`src/rtl/io_spi_master_if.sv`:
```
// rtl/io_spi_master_if.sv - CPU IO-cycle bus between light8080 core and SPI master peripheral
interface io_spi_master_if;
    logic [7:0] cpu_addr;
    logic       cpu_io;
    logic       cpu_rd;
    logic       cpu_wr;
    logic [7:0] cpu_dout;
    logic [7:0] rd_data;
    logic       rd_valid;
    logic       irq;

    modport master (
        output cpu_addr, cpu_io, cpu_rd, cpu_wr, cpu_dout,
        input  rd_data, rd_valid, irq
    );

    modport slave (
        input  cpu_addr, cpu_io, cpu_rd, cpu_wr, cpu_dout,
        output rd_data, rd_valid, irq
    );
endinterface

```
`src/rtl/io_spi_master.sv`:
```
// rtl/io_spi_master.sv - IO-mapped mode-0 MSB-first SPI master with DATA/STAT/CTRL registers
module io_spi_master #(
    parameter logic [7:0] BASE = 8'h90
) (
    input  logic             clock,
    input  logic             reset,
    io_spi_master_if.slave   bus,
    output logic             spi_sck,
    output logic             spi_mosi,
    input  logic             spi_miso,
    output logic             spi_ss_n
);
    localparam logic [7:0] STAT_ADDR = BASE + 8'd1;
    localparam logic [7:0] CTRL_ADDR = BASE + 8'd2;

    typedef enum logic {IDLE, SHIFT} state_t;

    state_t     state_q;
    logic [7:0] ctrl_q;
    logic [7:0] shreg_q;
    logic [7:0] rx_byte_q;
    logic [7:0] rd_data_q;
    logic       rd_valid_q;
    logic       rx_full_q;
    logic       ovr_q;
    logic       sck_q;
    logic       mosi_q;
    logic       rx_bit_q;
    logic [6:0] cnt_q;
    logic [6:0] lim_q;
    logic [3:0] tog_q;

    logic       busy;
    logic       wr_data_hit;
    logic       wr_ctrl_hit;
    logic       rd_data_hit;
    logic       rd_stat_hit;
    logic       rd_ctrl_hit;
    logic       rd_hit;
    logic [6:0] lim_d;
    logic [7:0] rd_data_d;

    assign busy        = (state_q == SHIFT);
    assign wr_data_hit = bus.cpu_io & bus.cpu_wr & (bus.cpu_addr == BASE);
    assign wr_ctrl_hit = bus.cpu_io & bus.cpu_wr & (bus.cpu_addr == CTRL_ADDR);
    assign rd_data_hit = bus.cpu_io & bus.cpu_rd & (bus.cpu_addr == BASE);
    assign rd_stat_hit = bus.cpu_io & bus.cpu_rd & (bus.cpu_addr == STAT_ADDR);
    assign rd_ctrl_hit = bus.cpu_io & bus.cpu_rd & (bus.cpu_addr == CTRL_ADDR);
    assign rd_hit      = rd_data_hit | rd_stat_hit | rd_ctrl_hit;

    // Terminal count of the half-period counter: 2^div - 1, resampled at every toggle
    // so a CTRL write only affects half periods that start after it.
    assign lim_d = 7'h7f >> (3'd7 - ctrl_q[2:0]);

    // Read-back mux; sampled into rd_data_q only on a read hit.
    always_comb begin
        rd_data_d = ctrl_q;
        if (rd_data_hit) begin
            rd_data_d = rx_byte_q;
        end else if (rd_stat_hit) begin
            rd_data_d = {5'b0, ovr_q, rx_full_q, busy};
        end
    end

    // Register file, read port and the IDLE/SHIFT transfer engine.
    always_ff @(posedge clock) begin
        if (reset) begin
            state_q    <= IDLE;
            ctrl_q     <= 8'h83;
            shreg_q    <= 8'h00;
            rx_byte_q  <= 8'h00;
            rd_data_q  <= 8'h00;
            rd_valid_q <= 1'b0;
            rx_full_q  <= 1'b0;
            ovr_q      <= 1'b0;
            sck_q      <= 1'b0;
            mosi_q     <= 1'b0;
            rx_bit_q   <= 1'b0;
            cnt_q      <= 7'd0;
            lim_q      <= 7'd0;
            tog_q      <= 4'd0;
        end else begin
            rd_valid_q <= rd_hit;
            if (rd_hit) begin
                rd_data_q <= rd_data_d;
            end
            if (wr_ctrl_hit) begin
                ctrl_q <= bus.cpu_dout;
            end
            // A dropped write wins over a simultaneous STAT read clearing ovr.
            if (wr_data_hit && busy) begin
                ovr_q <= 1'b1;
            end else if (rd_stat_hit) begin
                ovr_q <= 1'b0;
            end
            // Cleared by a DATA read; a completing transfer below overrides this.
            if (rd_data_hit) begin
                rx_full_q <= 1'b0;
            end
            case (state_q)
                IDLE: begin
                    if (wr_data_hit) begin
                        shreg_q <= bus.cpu_dout;
                        mosi_q  <= bus.cpu_dout[7];
                        cnt_q   <= 7'd0;
                        lim_q   <= lim_d;
                        tog_q   <= 4'd0;
                        state_q <= SHIFT;
                    end
                end
                SHIFT: begin
                    if (cnt_q == lim_q) begin
                        cnt_q <= 7'd0;
                        lim_q <= lim_d;
                        sck_q <= ~sck_q;
                        tog_q <= tog_q + 4'd1;
                        if (!sck_q) begin
                            rx_bit_q <= spi_miso;
                        end else begin
                            shreg_q <= {shreg_q[6:0], rx_bit_q};
                            mosi_q  <= shreg_q[6];
                            if (tog_q == 4'd15) begin
                                rx_byte_q <= {shreg_q[6:0], rx_bit_q};
                                rx_full_q <= 1'b1;
                                state_q   <= IDLE;
                            end
                        end
                    end else begin
                        cnt_q <= cnt_q + 7'd1;
                    end
                end
                default: state_q <= IDLE;
            endcase
        end
    end

    assign bus.rd_data  = rd_data_q;
    assign bus.rd_valid = rd_valid_q;
    assign bus.irq      = rx_full_q & ctrl_q[6];
    assign spi_sck      = sck_q;
    assign spi_mosi     = mosi_q;
    assign spi_ss_n     = ctrl_q[7];
endmodule
```
`src/flat_wrapper.sv`:
```
// flat-port wrapper written by rule: the top's interface ports become plain ports
module io_spi_master_flat 
#(
    parameter logic [7:0] BASE = 8'h90
)
  (clock, reset, spi_sck, spi_mosi, spi_miso, spi_ss_n, bus_cpu_addr, bus_cpu_io, bus_cpu_rd, bus_cpu_wr, bus_cpu_dout, bus_rd_data, bus_rd_valid, bus_irq);
  io_spi_master_if bus_i ();
  input  logic clock;
  input  logic reset;
  output logic spi_sck;
  output logic spi_mosi;
  input  logic spi_miso;
  output logic spi_ss_n;
  input wire logic [$bits(bus_i.cpu_addr)-1:0] bus_cpu_addr;
  input wire logic [$bits(bus_i.cpu_io)-1:0] bus_cpu_io;
  input wire logic [$bits(bus_i.cpu_rd)-1:0] bus_cpu_rd;
  input wire logic [$bits(bus_i.cpu_wr)-1:0] bus_cpu_wr;
  input wire logic [$bits(bus_i.cpu_dout)-1:0] bus_cpu_dout;
  output wire logic [$bits(bus_i.rd_data)-1:0] bus_rd_data;
  output wire logic [$bits(bus_i.rd_valid)-1:0] bus_rd_valid;
  output wire logic [$bits(bus_i.irq)-1:0] bus_irq;
  assign bus_i.cpu_addr = bus_cpu_addr;
  assign bus_i.cpu_io = bus_cpu_io;
  assign bus_i.cpu_rd = bus_cpu_rd;
  assign bus_i.cpu_wr = bus_cpu_wr;
  assign bus_i.cpu_dout = bus_cpu_dout;
  assign bus_rd_data = bus_i.rd_data;
  assign bus_rd_valid = bus_i.rd_valid;
  assign bus_irq = bus_i.irq;
  io_spi_master #(.BASE(BASE)) u_core (.clock(clock), .reset(reset), .bus(bus_i), .spi_sck(spi_sck), .spi_mosi(spi_mosi), .spi_miso(spi_miso), .spi_ss_n(spi_ss_n));
endmodule
```
`config.mk`:
```
export PLATFORM = sky130hd
export DESIGN_NAME = io_spi_master_flat
export DESIGN_NICKNAME = d
export VERILOG_FILES = /design/src/rtl/io_spi_master_if.sv /design/src/rtl/io_spi_master.sv /design/src/flat_wrapper.sv
export SDC_FILE = /design/constraint.sdc
export NUM_CORES = 1
export LEC_CHECK = 0
export BUFFER_PORTS_ARGS = -buffer_cell sky130_fd_sc_hd__buf_2
export CAP_MARGIN = 10
export CORE_UTILIZATION = 31
export CTS_CLUSTER_DIAMETER = 80
export DETAILED_ROUTE_END_ITERATION = 12
export GPL_TIMING_DRIVEN = 0
export PLACE_DENSITY_LB_ADDON = 0.12
export SETUP_SLACK_MARGIN = 0.4
export SLEW_MARGIN = 20
export SYNTH_ARGS = -nofsm -noshare
export SYNTH_HDL_FRONTEND = slang
export SYNTH_SLANG_ARGS = --single-unit
```
`constraint.sdc`:
```
create_clock -name clock -period 4.7 [get_ports clock]
set_clock_uncertainty 0.05 [all_clocks]
set_input_delay 0 -clock clock [delete_from_list [all_inputs] [get_ports clock]]
set_output_delay 0 -clock clock [all_outputs]
set_load 0.01 [all_outputs]
```
Word level (Yosys, flattened, before mapping) --
Index checks and enable logic that the tools add are counted.
Operators by class: add/subtract/negate cells 3, multipliers 0, divide/modulo/power cells 0, magnitude comparators 0, eq/ne operators 8, shift-type cells 1, mux-type cells 31, bitwise operators 12, reduce and logical (&&, ||, !) cells 7
Operator list (count):
- $mux W7 | 7
- $pmux W7 S2 | 3
- $eq A8 B8 Y1 const B | 3
- $mux W8 | 2
- $mux W1 | 14
- $and A1 B1 Y1 | 8
- $mux W4 | 2
- $pmux W4 S2 | 1
- $add A7 B1 Y7 const B | 1
- $eq A7 B7 Y1 | 1
- $shr A7 B3 Y7 const A | 1
- $reduce_and A3 Y1 | 2
- $add A4 B1 Y4 const B | 1
- $eq A4 B4 Y1 const B | 1
- $ne A2 B2 Y1 const B | 2
- $pmux W1 S2 | 2
- $reduce_and A2 Y1 | 2
- $reduce_and A4 Y1 | 1
- $sub A3 B3 Y3 const A | 1
- $ne A2 B1 Y1 const B | 1
- $not A1 Y1 | 2
- $or A1 B1 Y1 | 2
- $reduce_bool A2 Y1 | 1
- $logic_and A1 B1 Y1 | 1
Word-level totals: flip-flop bits (word level) 56, latch bits 0, bits in writable memories 0, memory bits (read-only) 0, word-level logic and storage cells 76, memories 0

Longest topological paths before layout --
depth after elaboration 7, gate-level depth with buffers 6, depth with buffers taken out 5

Least setup slack after synthesis --
Ideal clock, no wire load.
path kind register -> register, start register u_core.cnt_q[0], end register u_core.rx_byte_q[0], setup time 0.116 ns, data arrival time 1.489 ns, data required time 4.534 ns, setup slack 3.046 ns, cell stages (with the launch flop) 6, clock period less this slack 1.654 ns, cells stage by stage dfxtp_1 -> xnor2_1 -> nand4_4 -> or3_1 -> buf_2 -> a31o_1
On the way: cells in the longest elaborated chain, start to end 2
RTL lines:
- from (decl) | RTL line io_spi_master.sv:29 | logic [6:0] cnt_q;
- from (signal assigned) | RTL line io_spi_master.sv:129 | cnt_q <= cnt_q + 7'd1;
- $eq A7 B7 Y1 | RTL line io_spi_master.sv:112 | if (cnt_q == lim_q) begin
- $reduce_and A4 Y1 (no source line)
- to (signal assigned) | RTL line io_spi_master.sv:123 | rx_byte_q <= {shreg_q[6:0], rx_bit_q};
- to (decl) | RTL line io_spi_master.sv:21 | logic [7:0] rx_byte_q;
No other way between the ends. A chain may end at the register's enable or synchronous reset.

Final worst setup path --
start register u_core.tog_q[0], end register u_core.rx_byte_q[7]
On the way: cells in the longest elaborated chain, start to end 2
RTL lines:
- from (decl) | RTL line io_spi_master.sv:31 | logic [3:0] tog_q;
- from (signal assigned) | RTL line io_spi_master.sv:116 | tog_q <= tog_q + 4'd1;
- $eq A4 B4 Y1 | RTL line io_spi_master.sv:122 | if (tog_q == 4'd15) begin
- $reduce_and A4 Y1 (no source line)
No other way between the ends.

==> results.yml <==
clock_tree:
  cts_buffer_depth: 2
  clk_pin_slew_ps: 110
  htree_levels: 2
  clkLatencyLatePin_ps: 310
  numClockSinks: 56
  post-cts-setup-buffers: 0
  cts_root_buf: "clkbuf_8"
  cts_buffers: 5
  cts_tree: "built"
timing:
  worstMarginPinSlew_ps: 643
  setup_viol: 0
  hold_viol: 0
  relSlewSlack: 0.571
  drv_slew: 0
  rsz0062_at_grt: "no"
  timing.fmax_mhz: 509
  fin_tns_setup_ps: 0
  fin_crit_sh: 0.418
  min_period_ps: 1960
worst_hold_path:
  min_path_type: "input port to flip-flop"
global_route:
  grt_max_degree: 19
  antenna_found_initial: 0
  grt_pass1_vias: 2131
  grt.total_usage: 0.167
  grt_first_pass_wirelength_mm: 11.4
  overflow: 0
detailed_routing:
  drc: 0
  via_count: 2321
  drt_iter0_drc: 85
  ant_nets: 0
  routed_wl_mm: 7.04
  dr.pass1.iters: 4
  wl_per_cell_um: 15.5
  viasPerCell: 5.12
final_layout:
  insertedDiodeCount: 0
  n_fill_cell: 890
  layout-drive-gt1-share: 0.195
  design_area_sq_um: 3190
  fin_util: 0.383
  nets: 371
  syn_to_final_growth_pct: 18.2
die:
  initial_core_util: 0.324
  boundaryPins: 35
  core-area_sq_um: 8340
  die_w_um: 95.4
  die_y_um: 95.4
  row_count: 33
  die-area_sq_um: 9090
power:
  p_leak_uw: 0.00119
  p_sw_uw: 196
  clkPwrFrac: 0.344
  internal_power_uw: 602
  p_comb_frac: 0.060
  seqPwrFrac: 0.596
  p_sw_frac: 0.245
  power.density_nw_per_um2: 250
  ir_worst_vdd_mv: 0.120
status:
  status: "completed"
logic_synthesis:
  synth_edf_count: 0
  synth_ff_type: "dfxtp_1"
  synth_top_area_share: 0.415
  synthArstFlopShare: 0
  synth_nets: 320
  ys_seq_elements: 56
  synth_cells: 296
  ys_warn_count: 0
  synth_area_sq_um: 2700
  yosysTopAreaCell: "dfxtp_1"
  ys_seq_area_frac: 0.415
  postSynthAreaPerCell_sq_um: 9.13
  synth.area.top_cells: "dfxtp_1, mux2i_1, nand2_1"
  post_synth_num_cell_types: 49
critical_path:
  cp.required_ps: 4880
  path_class: "flip-flop to flip-flop"
  worstPathArrival_ps: 2140
  cp-end-kind: "flip-flop"
  cp_max_fo: 10
  start_kind: "flip-flop"
place:
  gp_congestion: 0.752
  dp_hpwl_mm: 5.03
  port_buffers: 34
  postPlaceCellArea_sq_um: 3000
flow_run:
  drv_cap: 0
==> what timing repair did <==
action	CTS	global route
hold buffers	10	0
resized for setup	0	0
hold endpoints to repair	10	0
==> layout make-up <==
cell class	count	area, sq um	area share
buffer	19	85.1	0.0266
sequential	56	1120	0.351
inverter	6	22.5	0.00705
tap	105	131	0.0411
clock buffer	5	68.8	0.0216
multi-input combinational	215	1470	0.461
clock inverter	3	21.3	0.00666
timing repair buffer	44	270	0.0846
==> metrics by stage <==
step                      setup slack (ps)  instances  power (uW)  hold slack (ps)
after floorplan                       3050        296         507             78.5
after CTS                             2730        453         809             8.37
final                                 2740        453         797             21.3
after global routing                  2660        453         832             39.6
after global placement                2720        435         527              189
after detailed placement              2730        435         528              190
==> placed cells by master (no fill, tap or decap), types with 6 or more instances in the layout <==
cell	count
dfxtp_1	56
nand2b_1	6
dlygate4sd3_1	10
clkbuf_1	9
nor4_1	6
buf_2	42
o21ai_0	7
nand3_1	7
nand2_1	47
a31o_1	7
mux2_2	8
nor3_1	6
a31oi_1	6
xnor2_1	7
o21ai_1	12
mux2i_1	24
nor2_1	14
==> final timing paths <==
check / startpoint / end / slack [ps] / cells after the start
worst min-delay path: bus_cpu_addr[5] / u_core.ovr_q$_SDFFE_PP0P_ / 20 / 4
worst max-delay path: u_core.tog_q[0]$_SDFFE_PP0P_ / u_core.rx_byte_q[7]$_SDFFE_PP0P_ / 2740 / 5
worst max register to register: u_core.tog_q[0]$_SDFFE_PP0P_ / u_core.rx_byte_q[7]$_SDFFE_PP0P_ / 2740 / 5
worst min register to register: u_core.spi_mosi$_SDFFE_PP0P_ / u_core.spi_mosi$_SDFFE_PP0P_ / 420 / 2
==> metal layers <==
metal  vias to the layer above  track usage  part of all wire
met5                         -            0                 0
met3                         5       0.0303             0.045
met2                        52        0.253              0.43
met4                         0       0.0417             0.011
li1                       1167            -                 -
met1                      1097        0.241              0.51
==> critical path, cell delays in order, from the launching register on <==
cell	delay, ps
dfxtp_1	390
ha_1	180
nand3_1	370
or3_1	470
buf_2	190
a31o_1	230
==> state kept, by name, indices dropped and copies added (netlist names) <==
signal               cells
u_core.bus.rd_data       8
u_core.bus.rd_valid      1
u_core.busy              1
u_core.cnt_q             7
u_core.ctrl_q            8
u_core.lim_q             7
u_core.ovr_q             1
u_core.rx_bit_q          1
u_core.rx_byte_q         8
u_core.rx_full_q         1
u_core.shreg_q           7
u_core.spi_mosi          1
u_core.spi_sck           1
u_core.tog_q             4
==> kinds of logic after synthesis <==
group	Yosys count	share of synthesized area
AOI/OAI and AO/OA	55	0.142
xor gates and xnor gates	9	0.0347
adders and majority gates	2	0.00926
buffers and inverters	25	0.0398
DFF	56	0.415
muxes	35	0.135
and+or+nand+nor	114	0.225
==> synth_stat cells, types with 2 or more instances <==
master     instances
o32ai_1            3
mux2i_1           24
nor2b_1            4
buf_2              8
o21ai_0            7
a31o_1             7
ha_1               2
nor4_1             6
nand2_1           47
nand4_1            5
or4_1              2
xnor2_1            7
nor2_1            14
mux2_1             3
xnor2_2            2
inv_1              5
or3b_1             3
a21oi_1            5
nand2b_1           6
nor3_1             6
o311ai_1           5
nand3_1            7
nand4b_1           2
a22oi_1            2
a31oi_1            6
o21ai_1           12
o21a_1             3
o2111ai_1          2
mux2_2             8
dfxtp_1           56
clkbuf_1           9
==> power by group through the flow <==
stage	Sequential, uW	Combinational [uW]	Clock (uW)
floorplan	486	20.7	0
finish	475	48.1	274
CTS	475	48.1	286
global route	475	52.4	304
detailed placement	486	41.8	0
global placement	486	41.7	0
Note: power is estimated with default switching activity, not from simulation.
